`config.mk`:
```
export PLATFORM = sky130hd
export DESIGN_NAME = cache_rd_arbiter
export DESIGN_NICKNAME = d
export VERILOG_FILES = /design/src/rtl/cache_axi_pkg.sv /design/src/rtl/cache_rd_arbiter_rr_arb2.sv /design/src/rtl/cache_rd_arbiter.sv
export SDC_FILE = /design/constraint.sdc
export NUM_CORES = 1
export LEC_CHECK = 0
export ABC_AREA = 1
export CAP_MARGIN = 20
export CORE_MARGIN = 4
export CORE_UTILIZATION = 35
export DETAILED_ROUTE_END_ITERATION = 7
export PLACE_DENSITY = 0.84
export SKIP_LAST_GASP = 1
export SYNTH_ARGS = -nofsm -noshare
export SYNTH_HDL_FRONTEND = slang
export SYNTH_SLANG_ARGS = --single-unit
```
`constraint.sdc`:
```
create_clock -name clk -period 2.94 [get_ports clk]
set_input_delay 0.588 -clock clk [delete_from_list [all_inputs] [get_ports clk]]
set_output_delay 0.588 -clock clk [all_outputs]
set_load 0.1 [all_outputs]
```
`src/rtl/cache_axi_pkg.sv`:
```
// Shared types and constants for the cache read-path arbiter.
package cache_axi_pkg;

  // Who currently owns the downstream read path.
  typedef enum logic [1:0] {
    NONE   = 2'd0,
    ICACHE = 2'd1,
    DCACHE = 2'd2
  } owner_t;

  // Arbiter FSM states.
  typedef enum logic [1:0] {
    IDLE = 2'd0,
    REQ  = 2'd1,
    DATA = 2'd2
  } arb_state_t;

  // Read request size encodings carried on *_r_type.
  localparam logic [2:0] R_TYPE_B    = 3'd0;
  localparam logic [2:0] R_TYPE_H    = 3'd1;
  localparam logic [2:0] R_TYPE_W    = 3'd2;
  localparam logic [2:0] R_TYPE_LINE = 3'd4;

endpackage

```
`src/rtl/cache_rd_arbiter_rr_arb2.sv`:
```
// Two-way requester pick: bit 0 = icache, bit 1 = dcache. Grant is one-hot or zero.
module rr_arb2
  import cache_axi_pkg::*;
#(
  parameter int FIXED_PRIO = 0
) (
  input  logic [1:0] req,
  input  owner_t     last_owner,
  output logic [1:0] grant
);

  // A lone requester always wins; a tie goes to dcache under fixed priority,
  // otherwise to whichever side was not served last.
  always_comb begin
    grant = 2'b00;
    if (req == 2'b01) begin
      grant = 2'b01;
    end else if (req == 2'b10) begin
      grant = 2'b10;
    end else if (req == 2'b11) begin
      if ((FIXED_PRIO != 0) || (last_owner != DCACHE)) begin
        grant = 2'b10;
      end else begin
        grant = 2'b01;
      end
    end
  end

endmodule

```
`src/rtl/cache_rd_arbiter.sv`:
```
// Shares one AXI read request/return path between the icache and dcache refill engines.
// Handshake: a requester holds *_r_req until its *_r_rdy pulse; *_r_rdy is the bridge's
// m_r_rdy steered to the latched owner while in REQ. A return beat moves only in a cycle
// where m_ret_valid and m_r_data_ready are both high; the grant is held until the beat
// carrying m_ret_last moves.
module cache_rd_arbiter
  import cache_axi_pkg::*;
#(
  parameter int ADDR_WIDTH = 32,
  parameter int DATA_WIDTH = 32,
  parameter int FIXED_PRIO = 0
) (
  input  logic                  clk,
  input  logic                  rst,
  // icache side
  input  logic                  i_r_req,
  input  logic [ADDR_WIDTH-1:0] i_r_addr,
  output logic                  i_r_rdy,
  output logic                  i_ret_valid,
  output logic                  i_ret_last,
  output logic [DATA_WIDTH-1:0] i_r_data,
  input  logic                  i_r_data_ready,
  // dcache side
  input  logic                  d_r_req,
  input  logic [ADDR_WIDTH-1:0] d_r_addr,
  input  logic [2:0]            d_r_type,
  output logic                  d_r_rdy,
  output logic                  d_ret_valid,
  output logic                  d_ret_last,
  output logic [DATA_WIDTH-1:0] d_r_data,
  input  logic                  d_r_data_ready,
  // AXI bridge side
  output logic                  m_r_req,
  output logic [ADDR_WIDTH-1:0] m_r_addr,
  output logic [2:0]            m_r_type,
  input  logic                  m_r_rdy,
  input  logic                  m_ret_valid,
  input  logic                  m_ret_last,
  input  logic [DATA_WIDTH-1:0] m_r_data,
  output logic                  m_r_data_ready,
  // status
  output logic                  busy,
  output arb_state_t            state_dbg
);

  arb_state_t            state;
  owner_t                owner;
  owner_t                last_owner;
  logic [ADDR_WIDTH-1:0] addr_q;
  logic [2:0]            type_q;
  logic                  m_r_req_q;
  logic [1:0]            grant;

  rr_arb2 #(
    .FIXED_PRIO(FIXED_PRIO)
  ) u_pick (
    .req       ({d_r_req, i_r_req}),
    .last_owner(last_owner),
    .grant     (grant)
  );

  // Arbitration FSM: latch the winner in IDLE, present it in REQ, stream its beats in DATA.
  always_ff @(posedge clk) begin
    if (rst) begin
      state      <= IDLE;
      owner      <= NONE;
      last_owner <= ICACHE;
      addr_q     <= '0;
      type_q     <= '0;
      m_r_req_q  <= 1'b0;
    end else begin
      case (state)
        IDLE: begin
          if (grant[1]) begin
            owner     <= DCACHE;
            addr_q    <= d_r_addr;
            type_q    <= d_r_type;
            m_r_req_q <= 1'b1;
            state     <= REQ;
          end else if (grant[0]) begin
            owner     <= ICACHE;
            addr_q    <= i_r_addr;
            type_q    <= R_TYPE_LINE;
            m_r_req_q <= 1'b1;
            state     <= REQ;
          end
        end
        REQ: begin
          // Requesters dropping req here do not matter: the latched request completes.
          if (m_r_rdy) begin
            last_owner <= owner;
            m_r_req_q  <= 1'b0;
            state      <= DATA;
          end
        end
        DATA: begin
          if (m_ret_valid && m_r_data_ready && m_ret_last) begin
            owner <= NONE;
            state <= IDLE;
          end
        end
        default: begin
          owner     <= NONE;
          m_r_req_q <= 1'b0;
          state     <= IDLE;
        end
      endcase
    end
  end

  assign m_r_req   = m_r_req_q;
  assign m_r_addr  = addr_q;
  assign m_r_type  = type_q;
  assign busy      = (state != IDLE);
  assign state_dbg = state;

  // Steer the accept pulse and return beats to the owner only; beats outside DATA are dropped.
  always_comb begin
    i_r_rdy        = (state == REQ) && (owner == ICACHE) && m_r_rdy;
    d_r_rdy        = (state == REQ) && (owner == DCACHE) && m_r_rdy;
    i_ret_valid    = 1'b0;
    i_ret_last     = 1'b0;
    i_r_data       = '0;
    d_ret_valid    = 1'b0;
    d_ret_last     = 1'b0;
    d_r_data       = '0;
    m_r_data_ready = 1'b0;
    if (state == DATA) begin
      if (owner == ICACHE) begin
        i_ret_valid    = m_ret_valid;
        i_ret_last     = m_ret_last;
        i_r_data       = m_r_data;
        m_r_data_ready = i_r_data_ready;
      end else if (owner == DCACHE) begin
        d_ret_valid    = m_ret_valid;
        d_ret_last     = m_ret_last;
        d_r_data       = m_r_data;
        m_r_data_ready = d_r_data_ready;
      end
    end
  end

endmodule
```
== After elaboration in Yosys (flattened, before gate mapping) ==
Index checks and enable logic that the tools add are counted.

* Reduce and logical (&&, ||, !) cells: 14
* Bitwise operators: 2
* Multiplexer cells: 37
* Equal/unequal tests: 11

{| class="wikitable"
|+ Operator list
! kind !! number
|-
| 32-bit two-way mux || 7
|-
| 2-bit two-way mux || 9
|-
| 1-bit two-way mux || 16
|-
| 2-bit one-hot mux with 3 select lines || 2
|-
| 3-bit AND reduction || 3
|-
| 2-bit == test (second input constant) || 4
|-
| 2-bit by 1-bit == test with 1-bit output (second input constant) || 3
|-
| 1-bit logical AND || 6
|-
| 3-bit two-way mux || 2
|-
| 2-bit != test (second input constant) || 3
|-
| 2-bit AND reduction || 2
|-
| 2-bit nonzero test || 2
|-
| 3-bit != test (second input constant) || 1
|-
| 1-bit one-hot mux with 3 select lines || 1
|-
| 2-bit zero test || 1
|-
| 1-bit NOT || 2
|}

* Register bits: 42
* Output and inout bits: 110
* Input port bits: 108
* Word-level logic and storage cells: 70

== Depth between registers and ports, before layout ==
Gate-level depths: netlist of run 1.

* Depth after elaboration: 8
* Gate-level depth with buffers: 9
* Depth with buffers taken out: 8

== Cells and area by module ==
A second synthesis of run 1 with hierarchy kept.

* Cells, all modules: 373
* Area total of the unflattened synthesis: 2369.8 um2

{| class="wikitable"
|+ By module, submodules not included
! module !! area each (um2) !! cells each !! times used
|-
| cache_rd_arbiter || 2323.5 || 361 || 1
|-
| rr_arb2 || 46.3 || 12 || 1
|}

== Worst setup path after synthesis of run 1 ==
No wires, ideal clock.

* Path type: register -> output
* From: register state[1], in the netlist state_dbg[1]
* To: output port d_r_data[10]
* Stages on the path, launching flop included: 4
* Data arrival time: 3.634 ns
* Slack: -1.282 ns
* Required time: 2.352 ns
* Path through: dfxtp_1 -> nand2_1 -> clkbuf_1 -> nor3_1

* Word-level cells in the longest chain between the ends: 2

{| class="wikitable"
|+ RTL lines
! item !! line !! source
|-
| start, declared || cache_rd_arbiter.sv:46 || <nowiki>arb_state_t state;</nowiki>
|-
| start signal, assigned || cache_rd_arbiter.sv:65 || <nowiki>state <= IDLE;</nowiki>
|-
| start signal, assigned || cache_rd_arbiter.sv:79 || <nowiki>state <= REQ;</nowiki>
|-
| start signal, assigned || cache_rd_arbiter.sv:85 || <nowiki>state <= REQ;</nowiki>
|-
| 2-bit == test || cache_rd_arbiter.sv:128 || <nowiki>if (state == DATA) begin</nowiki>
|-
| 32-bit two-way mux || cache_rd_arbiter.sv:128 ||
|-
| end, declared || cache_rd_arbiter.sv:30 || <nowiki>output logic [DATA_WIDTH-1:0] d_r_data,</nowiki>
|}

Every way passes these cells.

== Worst setup path in the final report of run 1 ==
* From: register owner[0]
* To: output port i_r_data[2]

* Word-level cells in the longest chain between the ends: 3

{| class="wikitable"
|+ RTL lines
! item !! line !! source
|-
| start, declared || cache_rd_arbiter.sv:47 || <nowiki>owner_t owner;</nowiki>
|-
| start signal, assigned || cache_rd_arbiter.sv:66 || <nowiki>owner <= NONE;</nowiki>
|-
| start signal, assigned || cache_rd_arbiter.sv:75 || <nowiki>owner <= DCACHE;</nowiki>
|-
| start signal, assigned || cache_rd_arbiter.sv:81 || <nowiki>owner <= ICACHE;</nowiki>
|-
| 2-bit by 1-bit == test with 1-bit output || cache_rd_arbiter.sv:129 || <nowiki>if (owner == ICACHE) begin</nowiki>
|-
| 32-bit two-way mux || cache_rd_arbiter.sv:129 ||
|-
| 32-bit two-way mux || cache_rd_arbiter.sv:128 ||
|-
| end, declared || cache_rd_arbiter.sv:21 || <nowiki>output logic [DATA_WIDTH-1:0] i_r_data,</nowiki>
|}

Every way passes these cells.

==> flow_metrics.env, run 1 <==
export IMPL_final_max_slew_viol_count=0
export IMPL_place_congestion=0.866
export IMPL_yosys_register_bits=42
export IMPL_slowest_delay_ps=540
export IMPL_num_io_pins=218
export IMPL_clk_pin_slew_ps=80
export IMPL_status="finished clean"
export IMPL_drt_pass1_iter_count=4
export IMPL_maxCapViolCount=0
export IMPL_grt_util_all_layers_pct=29.4
export IMPL_slowest_stage="dfxtp_1"
export IMPL_yosys_most_used_dff="dfxtp_1"
export IMPL_htree_levels=2
export IMPL_critPathMaxFanout=21
export IMPL_fin_area_um2=6360
export IMPL_post_route_min_period_ps=2570
export IMPL_post_route_util_pct=91.6
export IMPL_p_leak_uw=0.00300
export IMPL_vdd_drop_max_v=0.000200
export IMPL_drt_total_wl_um=12900
export IMPL_drt_met1_wl_um=4170
export IMPL_ant_nets=0
export IMPL_cts_setup_buffers=0
export IMPL_wl_per_cell_um=18.6
export IMPL_core_area_um2=6940
export IMPL_drc=0
export IMPL_final_cells=697
export IMPL_synth_top_cell_area_share_pct=33.0
export IMPL_port_buffers=217
export IMPL_yosysMostFrequentCell="nand2_1"
export IMPL_synthTopCellsByCount="nand2_1 (87), nor3_1 (69), inv_1 (64)"
export IMPL_synth_largest_area_cell="dfxtp_1"
export IMPL_die_y_um=93.4
export IMPL_fin_nets=708
export IMPL_max_freq_mhz=390
export IMPL_highest_signal_layer="met4"
export IMPL_slew_headroom_pct=57.1
export IMPL_tritoncts="done"
export IMPL_cp_required_ps=2350
export IMPL_powerDensity_nw_per_um2=409
export IMPL_crit_top_cell="buf_12"
export IMPL_path_delay_family="simple AND/OR/NAND/NOR gates"
export IMPL_ys_types=21
export IMPL_endpoint_kind="output pin"
export IMPL_crit_chain="nand2_4, buf_12, nor3_4, buf_12"
export IMPL_worst_pin_slew_ps=644
export IMPL_worstSetupPathType="reg -> out"
export IMPL_areaGrowthSynthToFinish_pct=149
export IMPL_setup_violations=0
export IMPL_worst_hold_path_type="reg -> reg"
export IMPL_routed_wl_met2_um=6690
export IMPL_grt_start_max_net_pins=45
export IMPL_grt_pass1_vias=3867
export IMPL_dpl_cell_count=689
export IMPL_synth_area_um2=2550
export IMPL_tns_ps=0
export IMPL_rows=30
export IMPL_n_antenna_cell=0
export IMPL_die_w_um=93.4
export IMPL_synth_area_leaders="dfxtp_1 (33%), nor3_1 (14%), nand2_1 (13%)"
export IMPL_vias_per_cell=5.12
export IMPL_dieArea_um2=8720
export IMPL_crit_buf_inv=2
export IMPL_dr_first_iter_drc_count=108
export IMPL_yosysSeqAreaShare_pct=33.0
export IMPL_hold_violations=0
export IMPL_netlist_instances=396
export IMPL_setup_ws_ps=374
export IMPL_clkSinkCount=42
export IMPL_avgSynthCellArea_um2=6.44
export IMPL_async_reset_ff_share_pct=0
export IMPL_start_util_pct=36.7
export IMPL_clk_latency_ps=300
export IMPL_synth_enable_flop_cells=0
export IMPL_skew_ps=5.41
export IMPL_finalCritPeriodShare_pct=87.3
export IMPL_holdBufCountCts=0
export IMPL_grt_overflow=0
export IMPL_grt_first_pass_wirelength_um=20200
export IMPL_clockBufferDepth=2
export IMPL_synth_fp_nets=504
export IMPL_cts_resized=0
export IMPL_ys_warnings_count=0
export IMPL_num_vias=3572
export IMPL_dpl_hpwl_um=10600
export IMPL_route_met3_wl_um=1700
export IMPL_antenna_found_initial=0
export IMPL_drive_above_1_share_pct=37.1
export IMPL_cp_start_kind="flip-flop"
export IMPL_place_worst_setup_slack_ps=545
export IMPL_rsz0062_at_grt="no"
export IMPL_cts_made_buffers=5
export IMPL_post_dp_cell_area_um2=6260
export IMPL_cts_root_buf="clkbuf_8"
export IMPL_worstPathArrival_ps=1980
power breakdown:
group	switching [uW]	internal [uW]	total (uW)
clock network	204	189	393
logic	1100	408	1510
registers	53.4	647	701
routing by layer:
layer | global-route usage [%] | vias up
li1 | - | 1697
met1 | 29.3 | 1644
met2 | 53.9 | 200
met3 | 13.7 | 31
met4 | 9.16 | 0
met5 | 0 | -
sequential cells by signal, summed over array words and instances (netlist names):
signal and count:
m_r_addr 32, m_r_type 3, last_owner 2, owner 2, state_dbg 2, m_r_req 1
worst reg2reg max path, delay by kind of cell, from the launching register on:
kind                   cells  cell delay (ps)
AND/OR/NAND/NOR            3              610
buffers and inverters      3              430
flip-flops                 1              360
AO/OA/AOI/OAI              1              110
final cells by class:
type	instances	area (um2)
multi-input combinational	245	2050
timing repair buffer	226	2950
sequential	42	842
tap	96	120
inverter	80	303
clock buffer	6	82.6
clock inverter	2	12.5
fill	275	584
final timing paths:
check	from	to	slack, ps	cells after the start
min reg2reg	m_r_req	m_r_req	480	2
max	owner[0]	i_r_data[2]	370	4
min	m_r_req	m_r_req	480	2
max reg2reg	state_dbg[1]	m_r_addr[20]	1320	7
stage by stage:
| step | total power, uW | hold WS, ps |
|---|---|---|
| after detailed placement | 2210 | 458 |
| final | 2600 | 479 |
| after floorplan | 1760 | 447 |
| after global routing | 2690 | 506 |
| after CTS | 2600 | 476 |
| after global placement | 2170 | 456 |
cell families after synthesis:
group	Yosys count	share of synthesized area, %
buf+inv	109	18.7
compound gates	43	11.9
simple gates	202	36.5
flops	42	33.0
layout by cell type, fill, tap and decap left out, types with 3 or more instances in the layout:
cell type / n
nand2_4: 4
a21oi_1: 6
nor3_4: 68
nor2_1: 3
nor2_4: 3
inv_2: 15
clkbuf_8: 6
buf_4: 40
nand2_1: 84
dfxtp_1: 41
inv_1: 64
o211ai_1: 35
buf_12: 79
nand3_1: 36
clkdlybuf4s50_1: 107
No activity file was read; power rests on OpenSTA's default activity.
==> run 2: changes to the inputs <==
Settings changed: CELL_PAD_IN_SITES_DETAIL_PLACEMENT set to 0, CELL_PAD_IN_SITES_GLOBAL_PLACEMENT set to 2, CORE_MARGIN 4 to 3, CORE_UTILIZATION 35 to 16, PLACE_DENSITY 0.84 to 0.85.
==> flow_metrics.env, run 2 (same netlist as run 1, synthesis figures left out) <==
export IMPL_rows=45
export IMPL_path_delay_family="simple AND/OR/NAND/NOR gates"
export IMPL_dpl_cell_count=805
export IMPL_layout_commonest_cell="clkdlybuf4s50_1"
export IMPL_max_freq_mhz=407
export IMPL_dieArea_um2=17500
export IMPL_dpl_hpwl_um=9090
export IMPL_busiest_layer="met2"
export IMPL_antenna_found_initial=0
export IMPL_vdd_drop_max_v=0.000204
export IMPL_n_antenna_cell=0
export IMPL_worst_hold_path_type="reg -> reg"
export IMPL_final_max_slew_viol_count=0
export IMPL_fillCellCount=1462
export IMPL_tritoncts="done"
export IMPL_clockBufferDepth=2
export IMPL_drc=0
export IMPL_start_util_pct=16.6
export IMPL_hold_violations=0
export IMPL_slowest_delay_ps=520
export IMPL_r2r_start="state_dbg[1]"
export IMPL_finalCritPeriodShare_pct=83.6
export IMPL_die_w_um=132
export IMPL_vias_per_cell=4.12
export IMPL_clkSinkCount=42
export IMPL_post_route_min_period_ps=2460
export IMPL_htree_levels=2
export IMPL_skew_ps=6.14
export IMPL_grtUsageMet2_pct=21.3
export IMPL_worstPathArrival_ps=1870
export IMPL_grt_start_max_net_pins=46
export IMPL_grt_first_pass_wirelength_um=18600
export IMPL_use_met3_pct=8.40
export IMPL_p_leak_uw=0.00301
export IMPL_drt_pass1_iter_count=4
export IMPL_num_vias=3353
export IMPL_slowest_stage="dfxtp_1"
export IMPL_slew_headroom_pct=70.0
export IMPL_drt_total_wl_um=11100
export IMPL_core_area_um2=15400
export IMPL_maxCapViolCount=0
export IMPL_final_cell_mix="clkdlybuf4s50_1 (107), nand2_1 (84), buf_12 (76)"
export IMPL_drive_above_1_share_pct=37.0
export IMPL_crit_buf_inv=2
export IMPL_grt_overflow=0
export IMPL_setup_violations=0
export IMPL_dr_first_iter_drc_count=126
export IMPL_fin_nets=709
export IMPL_cts_made_buffers=5
export IMPL_holdBufCountCts=0
export IMPL_endpoint_kind="output pin"
export IMPL_critPathMaxFanout=15
export IMPL_worstSetupPathType="reg -> out"
export IMPL_cp_start_kind="flip-flop"
export IMPL_clk_latency_ps=280
export IMPL_die_y_um=132
export IMPL_final_cells=813
export IMPL_place_worst_setup_slack_ps=565
export IMPL_ant_nets=0
export IMPL_wl_per_cell_um=13.7
export IMPL_status="finished clean"
export IMPL_place_congestion=0.789
export IMPL_grt_use_met1_pct=13.7
export IMPL_largest_reg_flops=32
export IMPL_crit_chain="nand2_4, buf_4, nor3_4, buf_12"
export IMPL_powerDensity_nw_per_um2=413
export IMPL_cts_root_buf="clkbuf_16"
export IMPL_hold_path_startpoint="m_r_req"
export IMPL_fin_area_um2=6530
export IMPL_post_dp_cell_area_um2=6380
export IMPL_cts_resized=0
export IMPL_worst_pin_slew_ps=450
export IMPL_cts_setup_buffers=0
export IMPL_grt_pass1_vias=3591
export IMPL_port_buffers=217
export IMPL_rsz0062_at_grt="no"
export IMPL_grt_util_all_layers_pct=12.8
export IMPL_clk_pin_slew_ps=60
export IMPL_areaGrowthSynthToFinish_pct=156
export IMPL_setup_ws_ps=483
export IMPL_num_io_pins=218
export IMPL_startpoint="owner[0]"
export IMPL_cp_required_ps=2350
==> run 2: area by class of cell <==
type                       count  area (um2)  area share, %
clock buffer                   7         143           2.19
clock inverter                 1        5.00         0.0767
inverter                      80         303           4.64
multi-input combinational    245        2050           31.4
sequential                    42         842           12.9
tap                          211         264           4.05
timing repair buffer         227        2920           44.8
==> run 2: path summary, 6_finish.rpt <==
| kind | end | slack [ps] | cells after the start |
|---|---|---|---|
| worst min-delay path | m_r_req | 480 | 2 |
| worst max register to register | m_r_addr[31] | 1400 | 7 |
| worst min register to register | m_r_req | 480 | 2 |
| worst max-delay path | i_r_data[27] | 480 | 4 |
==> run 2: metal layers <==
metal	up-vias	routed length, um
li1	1702	-
met1	1468	4160
met2	174	5160
met3	9	1720
met4	0	104
met5	-	0
==> run 2: worst register-to-register path, cell delays in order, from the launching register on <==
cell and delay, ps:
dfxtp_2 350, nor2_2 140, inv_2 80, nor2_8 330
buf_12 270, nand3_1 130, o211ai_1 90, inv_1 50
==> run 2: metrics by stage <==
stage          hold slack, ps  setup TNS, ps  utilization [%]  total power (uW)
6_report                  484              0             42.5              2700
5_1_grt                   508              0             42.5              2840
4_1_cts                   494              0             42.5              2740
3_5_place_dp              482              0             41.5              2180
3_3_place_gp              469              0             41.5              2170
2_1_floorplan             447           -775                -              1760
==> run 2: report_power, final <==
| part | internal [uW] | leakage, uW | total [uW] | switching (uW) |
|---|---|---|---|---|
| clock network | 336 | 0.0000739 | 537 | 201 |
| registers | 649 | 0.000349 | 698 | 48.8 |
| logic | 398 | 0.00259 | 1460 | 1060 |
==> RTL change (flow settings as in run 1) <==
Register the output `state_dbg` once more; this adds one clock of latency there. The other outputs are not delayed to match.
--- a/src/rtl/cache_rd_arbiter.sv
+++ b/src/rtl/cache_rd_arbiter.sv
@@ -114,3 +114,5 @@
   assign busy      = (state != IDLE);
-  assign state_dbg = state;
+  always_ff @(posedge clk) begin
+    state_dbg <= state;
+  end
 
Function: changed (Yosys sat finds a counterexample within 4 cycles, from zero or initial values and one cycle with rst high).
==> RTL change against run 1 <==
- area after synthesis up 0.88%
- utilization down 13 points
- sequential cell count up 2
- routed wire length down 15%
- design area down 13%
- worst setup slack better by 100 ps
- total power down 7.5%
- cell count down 0.43%
- critical endpoint is now d_r_data[13]
==> RTL change: results (changes against run 1) <==
- Run status: finished, final reports clean
- Data arrival time of the critical path: 1870 ps (-110 ps)
- Vias: 3448 (-3.5%)
- Hold/Removal Path Class: register to register
- Sequential-to-total area share from yosys stat: 0.3424 (+0.01268)
- Hold Path Cell Cnt: 0 (-2)
- Hold_sp: state[0]$_SDFFE_PP0P_
- Placed instance area: 5424 um^2 (-13%)
- Clock skew after layout: 5.548 ps (+0.1337 ps)
- Number of global-route vias before repair: 3459 (-11%)
- Compound-cell area share of the yosys netlist: 0.1177 (-0.001040)
- Endpoint, Worst Hold: state_dbg[0]$_DFF_P_
- Cell with the largest stage delay on the worst path: sky130_fd_sc_hd__nor3_1
- Detail-routed via count per cell: 4.968 (-3.1%)
- Biggest cell delay along the critical path: 350 ps (-190 ps)
- Sw power: 1.196 mW (-12%)
- Total of fill cells in the finished design: 449 (+63%)
- Reg-to-reg endpoint: m_r_addr[11]$_SDFFE_PP0P_
- Global placement routability congestion: 0.7991 (-7.7%)
- Antenna fix cells: 0 (unchanged)
- Ratio of cells with drive above 1 in the final layout: 0.2542 (-0.1169)
- Total routed wirelength: 11.02 mm (-15%)
- Number of cells in the design after placement: 687 (-0.29%)
- Pin slew with the least headroom to its limit: 629.7 ps (-13.96 ps)
- Async set or reset register ratio after synthesis: 0 (unchanged)
- Half-perimeter wire length after placement: 9.106 mm (-14%)
- Worst R2R Setup Slack: 1280 ps (-40 ps)
- Wire length of the first global-routing pass: 17.22 mm (-15%)
- Crit Reg-Reg Startpoint: state[1]$_SDFFE_PP0P_
- Total nets after synthesis: 506 (+0.40%)
- Mean instance size in the synthesized netlist: 6.463 um^2 (+0.38%)
- Leakage: 2.474 nW (-18%)
- Minimum clock period after layout: 2462 ps (-104.7 ps)
- Met1 layer wirelength in the final routing: 3.787 mm (-9.1%)
- Largest voltage drop on the vdd net: 370.0 uV (+85%)
- Drt initial violations: 138 (+28%)
- Routed length on met2: 5.811 mm (-13%)
- Maximum number of pins on one net before global-route repair: 38 (-16%)
==> RTL change: cells by family (layout without fill, tap and decap cells) <==
family                 count (synthesis)  after routing
AO/OA/AOI/OAI                         43             43
buffers and inverters                109            309
AND/OR/NAND/NOR                      202            202
flip-flops                            44             44
==> RTL change: power groups by stage <==
stage               clock network, mW  logic [mW]  registers, mW
finish                          0.356        1.32          0.727
global placement                    0        1.30          0.733
CTS                             0.366        1.32          0.726
floorplan                           0       0.404           1.26
detailed placement                  0        1.32          0.735
global route                    0.390        1.38          0.736
==> RTL change: worst max path at each step <==
stage,depth (start not counted),end,slack [ps]
3_5_place_dp,6,d_r_rdy,520
4_1_cts,4,d_r_data[10],470
5_1_grt,5,d_r_data[13],350
3_3_place_gp,6,i_r_rdy,550
6_report,5,d_r_data[13],480
2_1_floorplan,4,d_r_data[10],-440
==> RTL change: per-stage QoR <==
stage	hold slack (ps)	utilization	setup slack [ps]	TNS, ps
final	387.1	0.7885	478.4	0
after CTS	385.3	0.7885	469.8	0
after detailed placement	373.8	0.7769	523.9	0
after floorplan	350.9	-	-438.9	-26040
after global placement	362.7	0.7769	550.3	0
after global routing	396.4	0.7885	347.4	0
==> RTL change: final cells by class <==
class	instances	area, um^2	share of cell area
timing repair buffer	222	2848	0.5173
multi-input combinational	245	1272	0.2311
sequential	44	880.8	0.1600
inverter	80	302.8	0.05500
tap	96	120.1	0.02182
clock buffer	5	68.82	0.01250
clock inverter	2	12.51	0.002273
==> RTL change: layer usage <==
metal | up-vias | GRT usage
li1 | 1678 | -
met1 | 1570 | 0.2480
met2 | 180 | 0.4731
met3 | 20 | 0.07532
met4 | 0 | 0.07461
met5 | - | 0
